File: config.mk
export PLATFORM = sky130hd
export DESIGN_NAME = id_ex_ctrl_stage
export DESIGN_NICKNAME = d
export VERILOG_FILES = /design/src/rtl/id_ex_ctrl_stage.sv
export SDC_FILE = /design/constraint.sdc
export NUM_CORES = 1
export LEC_CHECK = 0
export ABC_AREA = 1
export CELL_PAD_IN_SITES_DETAIL_PLACEMENT = 0
export CELL_PAD_IN_SITES_GLOBAL_PLACEMENT = 1
export CORE_ASPECT_RATIO = 1.2
export CORE_UTILIZATION = 30
export CTS_BUF_LIST = sky130_fd_sc_hd__clkbuf_16
export DETAILED_ROUTE_END_ITERATION = 10
export PLACE_DENSITY_LB_ADDON = 0.12
export REMOVE_ABC_BUFFERS = 1
export SYNTH_ARGS = -nofsm -noshare
export SYNTH_HDL_FRONTEND = slang
export SYNTH_SLANG_ARGS = --single-unit
File: constraint.sdc
create_clock -name clk -period 3.1 [get_ports clk]
set_clock_uncertainty 0.1 [all_clocks]
set_input_delay 0.62 -clock clk [delete_from_list [all_inputs] [get_ports clk]]
set_output_delay 0.62 -clock clk [all_outputs]
set_load 0.01 [all_outputs]
File: src/rtl/id_ex_ctrl_stage.sv
// ID/EX control pipeline register with load-use and ECALL (x17) hazard detection.
// Produces a combinational stall and keeps a saturating count of stall cycles.
module id_ex_ctrl_stage #(
  parameter int unsigned CNT_W = 32
) (
  input  logic             clk,
  input  logic             reset,
  input  logic             id_valid,
  input  logic [31:0]      id_inst,
  input  logic             id_is_jal,
  input  logic             id_is_jalr,
  input  logic             id_branch,
  input  logic             id_mem_read,
  input  logic             id_mem_to_reg,
  input  logic             id_mem_write,
  input  logic             id_reg_write,
  input  logic             id_pc_to_reg,
  input  logic             id_is_ecall,
  input  logic [1:0]       id_alu_src,
  input  logic             ex_flush,
  output logic             ex_valid,
  output logic             ex_is_jal,
  output logic             ex_is_jalr,
  output logic             ex_branch,
  output logic             ex_mem_read,
  output logic             ex_mem_to_reg,
  output logic             ex_mem_write,
  output logic             ex_reg_write,
  output logic             ex_pc_to_reg,
  output logic             ex_is_ecall,
  output logic [1:0]       ex_alu_src,
  output logic [4:0]       ex_rd,
  output logic             stall,
  output logic [CNT_W-1:0] stall_count
);

  localparam logic [6:0] OP_ARITH     = 7'b0110011;
  localparam logic [6:0] OP_ARITH_IMM = 7'b0010011;
  localparam logic [6:0] OP_LOAD      = 7'b0000011;
  localparam logic [6:0] OP_STORE     = 7'b0100011;
  localparam logic [6:0] OP_BRANCH    = 7'b1100011;
  localparam logic [6:0] OP_JALR      = 7'b1100111;
  localparam logic [6:0] OP_SYSTEM    = 7'b1110011;
  localparam logic [4:0] REG_A7       = 5'd17;

  logic [6:0] opcode;
  logic [4:0] rs1;
  logic [4:0] rs2;
  logic [4:0] src1;
  logic       use_rs1;
  logic       use_rs2;
  logic       is_ecall_op;
  logic       load_use;
  logic       ecall_hazard;
  logic       capture;
  logic       mem_load;
  logic [4:0] mem_rd;
  logic       unused_inst_bits;

  assign opcode           = id_inst[6:0];
  assign rs1              = id_inst[19:15];
  assign rs2              = id_inst[24:20];
  assign unused_inst_bits = ^{id_inst[31:25], id_inst[14:12]};

  always_comb begin
    use_rs1     = 1'b0;
    use_rs2     = 1'b0;
    is_ecall_op = 1'b0;
    case (opcode)
      OP_ARITH, OP_STORE, OP_BRANCH: begin
        use_rs1 = 1'b1;
        use_rs2 = 1'b1;
      end
      OP_ARITH_IMM, OP_LOAD, OP_JALR: use_rs1 = 1'b1;
      OP_SYSTEM: begin
        use_rs1     = 1'b1;
        is_ecall_op = 1'b1;
      end
      default: ;
    endcase
  end

  // ECALL's only operand is a7 (x17), so it replaces the rs1 field in the compare
  assign src1 = is_ecall_op ? REG_A7 : rs1;

  assign load_use = id_valid & ex_valid & ex_mem_read & (ex_rd != 5'd0) &
                    ((use_rs1 & (ex_rd == src1)) | (use_rs2 & (ex_rd == rs2)));

  assign ecall_hazard = id_valid & is_ecall_op &
                        ((ex_valid & ex_reg_write & (ex_rd == REG_A7)) |
                         (mem_load & (mem_rd == REG_A7)));

  assign stall   = (load_use | ecall_hazard) & ~ex_flush;
  assign capture = id_valid & ~stall & ~ex_flush;

  always_ff @(posedge clk or negedge reset) begin
    if (!reset) begin
      ex_valid      <= 1'b0;
      ex_is_jal     <= 1'b0;
      ex_is_jalr    <= 1'b0;
      ex_branch     <= 1'b0;
      ex_mem_read   <= 1'b0;
      ex_mem_to_reg <= 1'b0;
      ex_mem_write  <= 1'b0;
      ex_reg_write  <= 1'b0;
      ex_pc_to_reg  <= 1'b0;
      ex_is_ecall   <= 1'b0;
      ex_alu_src    <= '0;
      ex_rd         <= '0;
      mem_load      <= 1'b0;
      mem_rd        <= '0;
      stall_count   <= '0;
    end else begin
      mem_load      <= ex_valid & ex_mem_read;
      mem_rd        <= ex_rd;
      // flush, stall and empty ID all collapse to the same all-zero bubble
      ex_valid      <= capture;
      ex_is_jal     <= capture & id_is_jal;
      ex_is_jalr    <= capture & id_is_jalr;
      ex_branch     <= capture & id_branch;
      ex_mem_read   <= capture & id_mem_read;
      ex_mem_to_reg <= capture & id_mem_to_reg;
      ex_mem_write  <= capture & id_mem_write;
      ex_reg_write  <= capture & id_reg_write;
      ex_pc_to_reg  <= capture & id_pc_to_reg;
      ex_is_ecall   <= capture & id_is_ecall;
      ex_alu_src    <= capture ? id_alu_src : 2'b00;
      ex_rd         <= capture ? id_inst[11:7] : 5'd0;
      if (stall && (stall_count != '1)) begin
        stall_count <= stall_count + CNT_W'(1);
      end
    end
  end

endmodule

# After elaboration in Yosys (flattened, before gate mapping)
# Cells that the tools add are included.
# W data, S select, Z words.
[op_classes] add_sub_neg=1 eq_ne=12 muxes=6 n_bitwise=29 n_reduce_logical=4
[ops] op="$add A32 B1 Y32 const B" count=1
[ops] op="$ne A32 B32 Y1 const B" count=1
[ops] op="$and A1 B1 Y1" count=24
[ops] op="$eq A7 B7 Y1 const B" count=3
[ops] op="$eq A7 B6 Y1 const B" count=2
[ops] op="$eq A5 B5 Y1" count=2
[ops] op="$eq A5 B5 Y1 const B" count=2
[ops] op="$mux W5" count=2
[ops] op="$eq A7 B2 Y1 const B" count=1
[ops] op="$eq A7 B5 Y1 const B" count=1
[ops] op="$reduce_or A7 Y1" count=1
[ops] op="$reduce_bool A5 Y1" count=1
[ops] op="$mux W1" count=3
[ops] op="$or A1 B1 Y1" count=3
[ops] op="$reduce_or A3 Y1" count=1
[ops] op="$mux W2" count=1
[ops] op="$not A1 Y1" count=2
[ops] op="$logic_and A1 B1 Y1" count=1
[word_totals] reg_bits=55 input_bits=47 output_inout_bits=50 elab_cells=67

# Logic depth before layout (Yosys ltp)
# Gate-level depths: netlist of the first run.
[logic_depth] depth_word=13 ltp_mapped=17

# Worst setup path before layout of the first run
# No wires, ideal clock.
[synth_timing] path_type="in2out" start="in id_inst[1]" end="out stall" t_arrival_ps=1629 required_time_ps=2380 path_slack_ps=751 path_stages=12 path_cell_list="nand2_1 > nor2_4 > nand2_4 > nand2_1 > nand2_1 > nand2_1 > inv_1 > nor2_1 > nand2_1 > nand2_1 > nand2_2 > a21oi_1"
[synth_via] elab_chain_cells=9
[synth_lines] item="start: declaration" line="9" text="input logic [31:0] id_inst,"
[synth_lines] item="$eq A7 B7 Y1" line="69" text="case (opcode)"
[synth_lines] item="$mux W1" line="69"
[synth_lines] item="$mux W5" line="84" text="assign src1 = is_ecall_op ? REG_A7 : rs1;"
[synth_lines] item="$eq A5 B5 Y1" line="87" text="((use_rs1 & (ex_rd == src1)) | (use_rs2 & (ex_rd == rs2)));"
[synth_lines] item="$and A1 B1 Y1" line="87"
[synth_lines] item="$or A1 B1 Y1" line="87"
[synth_lines] item="$and A1 B1 Y1" line="86" text="assign load_use = id_valid & ex_valid & ex_mem_read & (ex_rd != 5'd0) &"
[synth_lines] item="$or A1 B1 Y1 (*)" line="93" text="assign stall = (load_use | ecall_hazard) & ~ex_flush;"
[synth_lines] item="$and A1 B1 Y1 (*)" line="93"
[synth_lines] item="end: declaration" line="33" text="output logic stall,"
# Mark *: on every way between the ends. The rest lies on a longest branch, timed or not.

# Worst setup path after layout of the first run
[layout_timing] start="in id_inst[6]" end="out stall"
# The elaborated chain is that of the path after synthesis.

==> reports/qor.yml, run 1 <==
outcome:
  status: "finished with violations"
  violations: "design-rule violations"
timing:
  setup_ws_ns: 0.174
  period_needed_ns: 2.93
  setup-violations-final: 0
  period_share_pct: 94.4
  drv_slew: 0
  hold_slack_ns: 0.159
  grt_setup_unrepaired: "false"
  worstMarginPinSlew_ns: 0.555
  max_clock_freq_ghz: 0.342
  hold_violations: 0
  relSlewSlack_pct: 62.7
flow_run:
  cap_violations: 0
place:
  placed_area_mm2: 0.00439
  dp_hpwl_mm: 6.79
  dp_slack_ns: -0.258
  place.gp.congestion: 0.771
  place.port_buffers: 86
  dp.cells: 695
finish:
  finalNetCount: 624
  top_register: "stall_count"
  layout.cells.non_filler: 706
  drive_gt1_share_pct: 9.19
  reg_top3: "stall_count: 32 flops, ex_rd: 5 flops, mem_rd: 5 flops"
  diodes: 0
  area_delta_synth_final_pct: 38.0
  n_fill_cell: 1134
  fin_area_mm2: 0.00459
  largest_register_ffs: 32
  mostFrequentLayoutCells: "nand2_1, inv_1, clkdlybuf4s50_1"
  layout_commonest_cell: "nand2_1"
floorplan:
  die_area_mm2: 0.0115
  core_mm2: 0.0107
  dieHeight_um: 117
  dieWidth_um: 98.1
  io_pins: 97
  row_count: 41
  initial_core_util_pct: 31.2
clocking:
  clk_latency_ns: 0.30
  h-tree-depth: 2
  cts_buffers: 5
  cts_max_path_buffers: 2
  ctsRootBufferMaster: "clkbuf_16"
  clkTransAtPathRegs_ns: 0.08
  cts_tree: "built"
  cts.sinks: 55
route:
  wirelength_mm: 9.27
  firstDrtPassIters: 8
  vias_per_cell: 4.76
  avgRoutedWirePerCell_um: 13.1
  antenna_left: 0
  vias: 3359
  drtIter0Drc: 148
  drc: 11
global_route:
  grt_max_degree: 56
  grt_pass1_vias: 3331
  track_usage_pct: 16.6
  grt_pass1_wl_mm: 15.6
  antenna_found_initial: 0
  grt_overflow_total: 0
setup_path:
  path_class: "in -> out"
  reg2reg_to: "stall_count[18]$_DFFE_PN0P_"
  cp_data_required_time_ns: 2.38
  worstPathArrival_ns: 2.21
  cpMaxStageDelayCell: "clkdlybuf4s50_1"
  crit_chain: "clkdlybuf4s50_1 -> nand2_1 -> nor2_4 -> nand2_4 -> buf_6 -> nand2_1 -> nand2_1 -> nor2_1 -> nand2_1 -> nand2_1 -> nand2_2 -> a21oi_2 -> buf_2"
  reg2regPathDepth: 10
  cp_num_buf_inv: 3
  cpPeakStageDelay_ns: 0.48
  worstSetupEndpointType: "output pin"
  rrSetupSlack_ns: 0.96
  cp_top_family: "buffers and inverters"
  critPathLaunchType: "input port"
  timing.rr.start: "stall_count[0]$_DFFE_PN0P_"
  path_max_fanout: 6
  cp_common_cell: "nand2_1"
power:
  p_sw_share_pct: 25.5
  comb_power_share_pct: 10.6
  ir_drop_mv: 0.306
  p_seq_share_pct: 48.8
  clkPwrFrac_pct: 40.6
  powerDensity_mw_per_mm2: 329
  p_switching_uw: 386
  power_leakage_nw: 2.21
  intPower_mw: 1.12
logic_synthesis:
  synth_seq_cells: 55
  synth_top_area_cell: "dfrtp_1"
  synth_area_mm2: 0.00332
  yosysWarnings: 0
  yosysUniqueCellTypes: 27
  yosysSeqAreaShare_pct: 41.4
  synthCells: 477
  synth_area_leaders: "dfrtp_1, nand2_1, inv_1"
  synth_area_per_cell_um2: 6.97
  synth_top_area_share_pct: 41.4
worst_hold_path:
  holdCritPathClass: "in -> async"
what timing repair did:
action,CTS,global route
setup endpoints to repair,1,1
gates resized for setup,1,12
buffers inserted,0,3
pin swaps,0,7
hold buffers,0,0
Yosys cell counts:
cell / instances
buf_2: 4
nand2_1: 134
nand4_1: 40
nor3_2: 3
buf_6: 6
xor2_1: 3
nand4_2: 3
nor4_1: 2
inv_2: 4
nand3_1: 44
o31ai_1: 1
xnor2_1: 2
nand3b_1: 1
nand2_2: 2
nor2_1: 61
dfrtp_1: 55
inv_1: 85
clkbuf_1: 2
nor2_2: 5
buf_1: 1
o21ai_0: 1
nor3_1: 9
nor2_4: 2
nand2_4: 2
a21oi_1: 3
o211ai_1: 1
ha_1: 1
metal layers:
metal | routed length [um] | GRT usage, %
met5 | 0 | 0
met1 | 4060 | 21.0
met3 | 418 | 2.92
met2 | 4700 | 29.1
met4 | 91 | 3.98
worst max-delay path by stage:
stage	startpoint	end	cells past startpoint
floorplan	id_inst[1]	stall	12
global placement	id_inst[6]	stall	14
detailed placement	id_inst[6]	stall	14
CTS	id_inst[6]	stall	14
global route	id_inst[1]	stall	14
finish	id_inst[6]	stall	13
cell families after synthesis:
logic type	after synthesis	share of synthesized area, %
compound gates	6	1.05
xor+xnor	5	1.32
fa+ha+maj	1	0.376
buf+inv	102	13.0
flops	55	41.4
simple gates	308	42.8
power by group through the flow:
| stage | combinational (mW) | sequential (mW) | clock [mW] |
|---|---|---|---|
| global route | 0.177 | 0.738 | 0.665 |
| global placement | 0.159 | 0.751 | 0 |
| finish | 0.160 | 0.736 | 0.613 |
| CTS | 0.161 | 0.737 | 0.634 |
| detailed placement | 0.160 | 0.751 | 0 |
| floorplan | 0.0477 | 0.753 | 0 |
layout make-up:
type                            instances  area (um2)  area share, %
Multi-Input combinational cell        320        1530           33.4
Inverter                               89         334           7.28
Sequential cell                        55        1380           30.0
Clock buffer                            5         125           2.73
Timing Repair Buffer                  105        1030           22.4
Tap cell                              129         161           3.52
Clock inverter                          3        31.3          0.682
metrics by stage:
stage	TNS [ns]	power [mW]	utilization, %
2_1_floorplan	0	0.801	-
3_3_place_gp	-0.243	0.909	41.1
3_5_place_dp	-0.258	0.911	41.1
4_1_cts	0	1.53	42.6
5_1_grt	0	1.58	43.0
6_report	0	1.51	43.0
Power figures use the tool's default switching activity.
==> run 2, diff against run 1 <==
--- a/config.mk
+++ b/config.mk
@@ -6,6 +6,7 @@
 export NUM_CORES = 1
 export LEC_CHECK = 0
 export ABC_AREA = 1
+export CAP_MARGIN = 10
 export CELL_PAD_IN_SITES_DETAIL_PLACEMENT = 0
 export CELL_PAD_IN_SITES_GLOBAL_PLACEMENT = 1
 export CORE_ASPECT_RATIO = 1.2
==> results of run 2 <==
The final DEF is identical to that of run 1; final timing and power are the same.
==> run 3, diff against run 2 <==
--- a/config.mk
+++ b/config.mk
@@ -9,12 +9,13 @@
 export CAP_MARGIN = 10
 export CELL_PAD_IN_SITES_DETAIL_PLACEMENT = 0
 export CELL_PAD_IN_SITES_GLOBAL_PLACEMENT = 1
-export CORE_ASPECT_RATIO = 1.2
+export CORE_ASPECT_RATIO = 0.5
 export CORE_UTILIZATION = 30
 export CTS_BUF_LIST = sky130_fd_sc_hd__clkbuf_16
 export DETAILED_ROUTE_END_ITERATION = 10
 export PLACE_DENSITY_LB_ADDON = 0.12
 export REMOVE_ABC_BUFFERS = 1
+export SLEW_MARGIN = 15
 export SYNTH_ARGS = -nofsm -noshare
 export SYNTH_HDL_FRONTEND = slang
 export SYNTH_SLANG_ARGS = --single-unit
==> reports/qor.yml, run 3 (synthesis gave the netlist of run 1 again) <==
outcome:
  status: "finished, final reports clean"
power:
  ir_drop_mv: 0.237  # -22%
  power_leakage_nw: 2.20  # -0.41%
  powerDensity_mw_per_mm2: 322  # -2.2%
finish:
  finalNetCount: 626  # +0.32%
  reg_top3: "stall_count: 32 flops, ex_rd: 5 flops, mem_rd: 5 flops"
  layout.cells.non_filler: 719  # +1.8%
  fin_area_mm2: 0.00461  # +0.52%
  largest_register_ffs: 32  # unchanged
  diodes: 0  # unchanged
  post-route-util_pct: 44.0  # +1.0 points
  mostFrequentLayoutCells: "nand2_1, inv_1, clkdlybuf4s50_1"
  top_register: "stall_count"
  drive_gt1_share_pct: 9.84  # +0.66 points
  n_fill_cell: 1090  # -3.9%
  layout_commonest_cell: "nand2_1"
  area_delta_synth_final_pct: 38.7
floorplan:
  core_mm2: 0.0105  # -1.8%
  dieHeight_um: 76.4  # -35%
  io_pins: 97  # unchanged
  row_count: 26  # -37%
  dieWidth_um: 151  # +54%
  initial_core_util_pct: 31.7  # +0.58 points
  die_area_mm2: 0.0115  # +0.21%
route:
  drtIter0Drc: 110  # -26%
  wirelength_mm: 8.95  # -3.4%
  firstDrtPassIters: 4  # -4
  avgRoutedWirePerCell_um: 12.4  # -5.2%
  antenna_left: 0  # unchanged
  drc: 0  # -11
  vias_per_cell: 4.48  # -5.8%
  vias: 3224  # -4.0%
timing:
  drv_slew: 0  # unchanged
  hold_slack_ns: 0.362  # +0.203 ns
  setup-violations-final: 0  # unchanged
  worstMarginPinSlew_ns: 0.743  # +0.188 ns
  hold_violations: 0  # unchanged
  grt_setup_unrepaired: "false"
  fin_setup_tns_ns: 0  # unchanged
  period_needed_ns: 2.90  # -0.0215 ns
  max_clock_freq_ghz: 0.344  # +0.74%
  relSlewSlack_pct: 50.5  # -12 points
  period_share_pct: 93.7  # -0.69 points
flow_run:
  cap_violations: 0  # unchanged
clocking:
  cts_tree: "built"
  clkTransAtPathRegs_ns: 0.08  # about the same
  ctsRootBufferMaster: "clkbuf_16"
  cts.sinks: 55  # unchanged
  cts_buffers: 5  # unchanged
  cts_max_path_buffers: 2  # unchanged
  ctsHoldBuffers: 0  # unchanged
  h-tree-depth: 2  # unchanged
  clk_latency_ns: 0.30  # about the same
global_route:
  antenna_found_initial: 0  # unchanged
  grt_overflow_total: 0  # unchanged
  grt_pass1_wl_mm: 15.3  # -2.3%
  grt_max_degree: 56  # unchanged
  grt_pass1_vias: 3108  # -6.7%
  track_usage_pct: 16.5  # -0.086 points
setup_path:
  path_class: "in -> out"
  path_max_fanout: 5  # -1
  worstPathArrival_ns: 2.18  # -0.03 ns
  worstSetupEndpointType: "output pin"
  critPathLaunchType: "input port"
  cp_data_required_time_ns: 2.38  # about the same
place:
  place.port_buffers: 86  # unchanged
  dp_hpwl_mm: 6.60  # -2.7%
  placed_area_mm2: 0.00444  # +1.1%
  place.gp.congestion: 0.813  # +5.5%
  dp.cells: 709  # +2.0%
worst_hold_path:
  holdCritPathClass: "in -> async"
## run 3: cell count changes in the layout (fill, tap and decap cells not counted), sizes merged
cell / before / now
buf: 21 / 22
clkdlybuf4s50: 82 / 83
dlymetal6s2s: 2 / 1
nand2: 138 / 139
## run 3: final cells by class
cell class	instances	area, um2	area share [%]
multi-input combinational	321	1530	33.2
sequential	55	1380	29.9
timing repair buffer	106	1040	22.6
inverter	89	334	7.25
tap	140	175	3.80
clock buffer	5	125	2.71
clock inverter	3	26.3	0.570
## run 3: power breakdown
group / leakage, nW / internal, mW / switching [mW]
Clock: 0.0748 / 0.308 / 0.280
Sequential: 0.757 / 0.728 / 0.00804
Combinational: 1.37 / 0.0844 / 0.0761
## run 3: metal layers
layer / share of wire (%) / routed length, um / track usage (%) / vias up
met5: 0 / 0 / 0 / -
met4: 0.55 / 49 / 2.40 / 0
met3: 4.5 / 403 / 3.59 / 5
met2: 41 / 3670 / 25.7 / 58
met1: 54 / 4820 / 23.7 / 1456
li1: - / - / - / 1705
## run 3: path summary, 6_finish.rpt
path                                                   from                          end  slack [ns]  cells after the start
min in group clk                stall_count[31]$_DFFE_PN0P_  stall_count[31]$_DFFE_PN0P_        0.42                      2
worst min-delay path                                  reset  stall_count[11]$_DFFE_PN0P_        0.36                      2
worst min register to register  stall_count[31]$_DFFE_PN0P_  stall_count[31]$_DFFE_PN0P_        0.42                      2
worst max register to register   stall_count[0]$_DFFE_PN0P_  stall_count[16]$_DFFE_PN0P_        0.86                     10
max in group asynchronous                             reset          mem_rd[1]$_DFF_PN0_        2.04                      2
worst max-delay path                             id_inst[2]                        stall        0.20                     15
## run 3: timing repair
action	in CTS	in global routing
setup buffers	0	1
endpoints found under the setup margin	1	1
cloned	0	1
pin swaps	0	5
gates resized for setup	2	8
## run 3: worst max-delay path: stages
cell	delay, ns
clkdlybuf4s50_1	0.41
inv_2	0.07
nand2_2	0.07
nor2_4	0.16
nand2_4	0.09
nand2_1	0.06
nand2_1	0.04
nand2_1	0.08
inv_1	0.04
nor2_1	0.09
nand2_1	0.05
nand2_1	0.07
nand2_2	0.06
a21oi_2	0.12
buf_2	0.14
## run 3: per-stage QoR
| stage | setup WS [ns] | power, mW |
|---|---|---|
| 2_1_floorplan | 0.751 | 0.801 |
| 3_3_place_gp | -0.302 | 0.910 |
| 3_5_place_dp | -0.284 | 0.911 |
| 4_1_cts | 0.00852 | 1.51 |
| 5_1_grt | 0.00136 | 1.56 |
| 6_report | 0.196 | 1.48 |
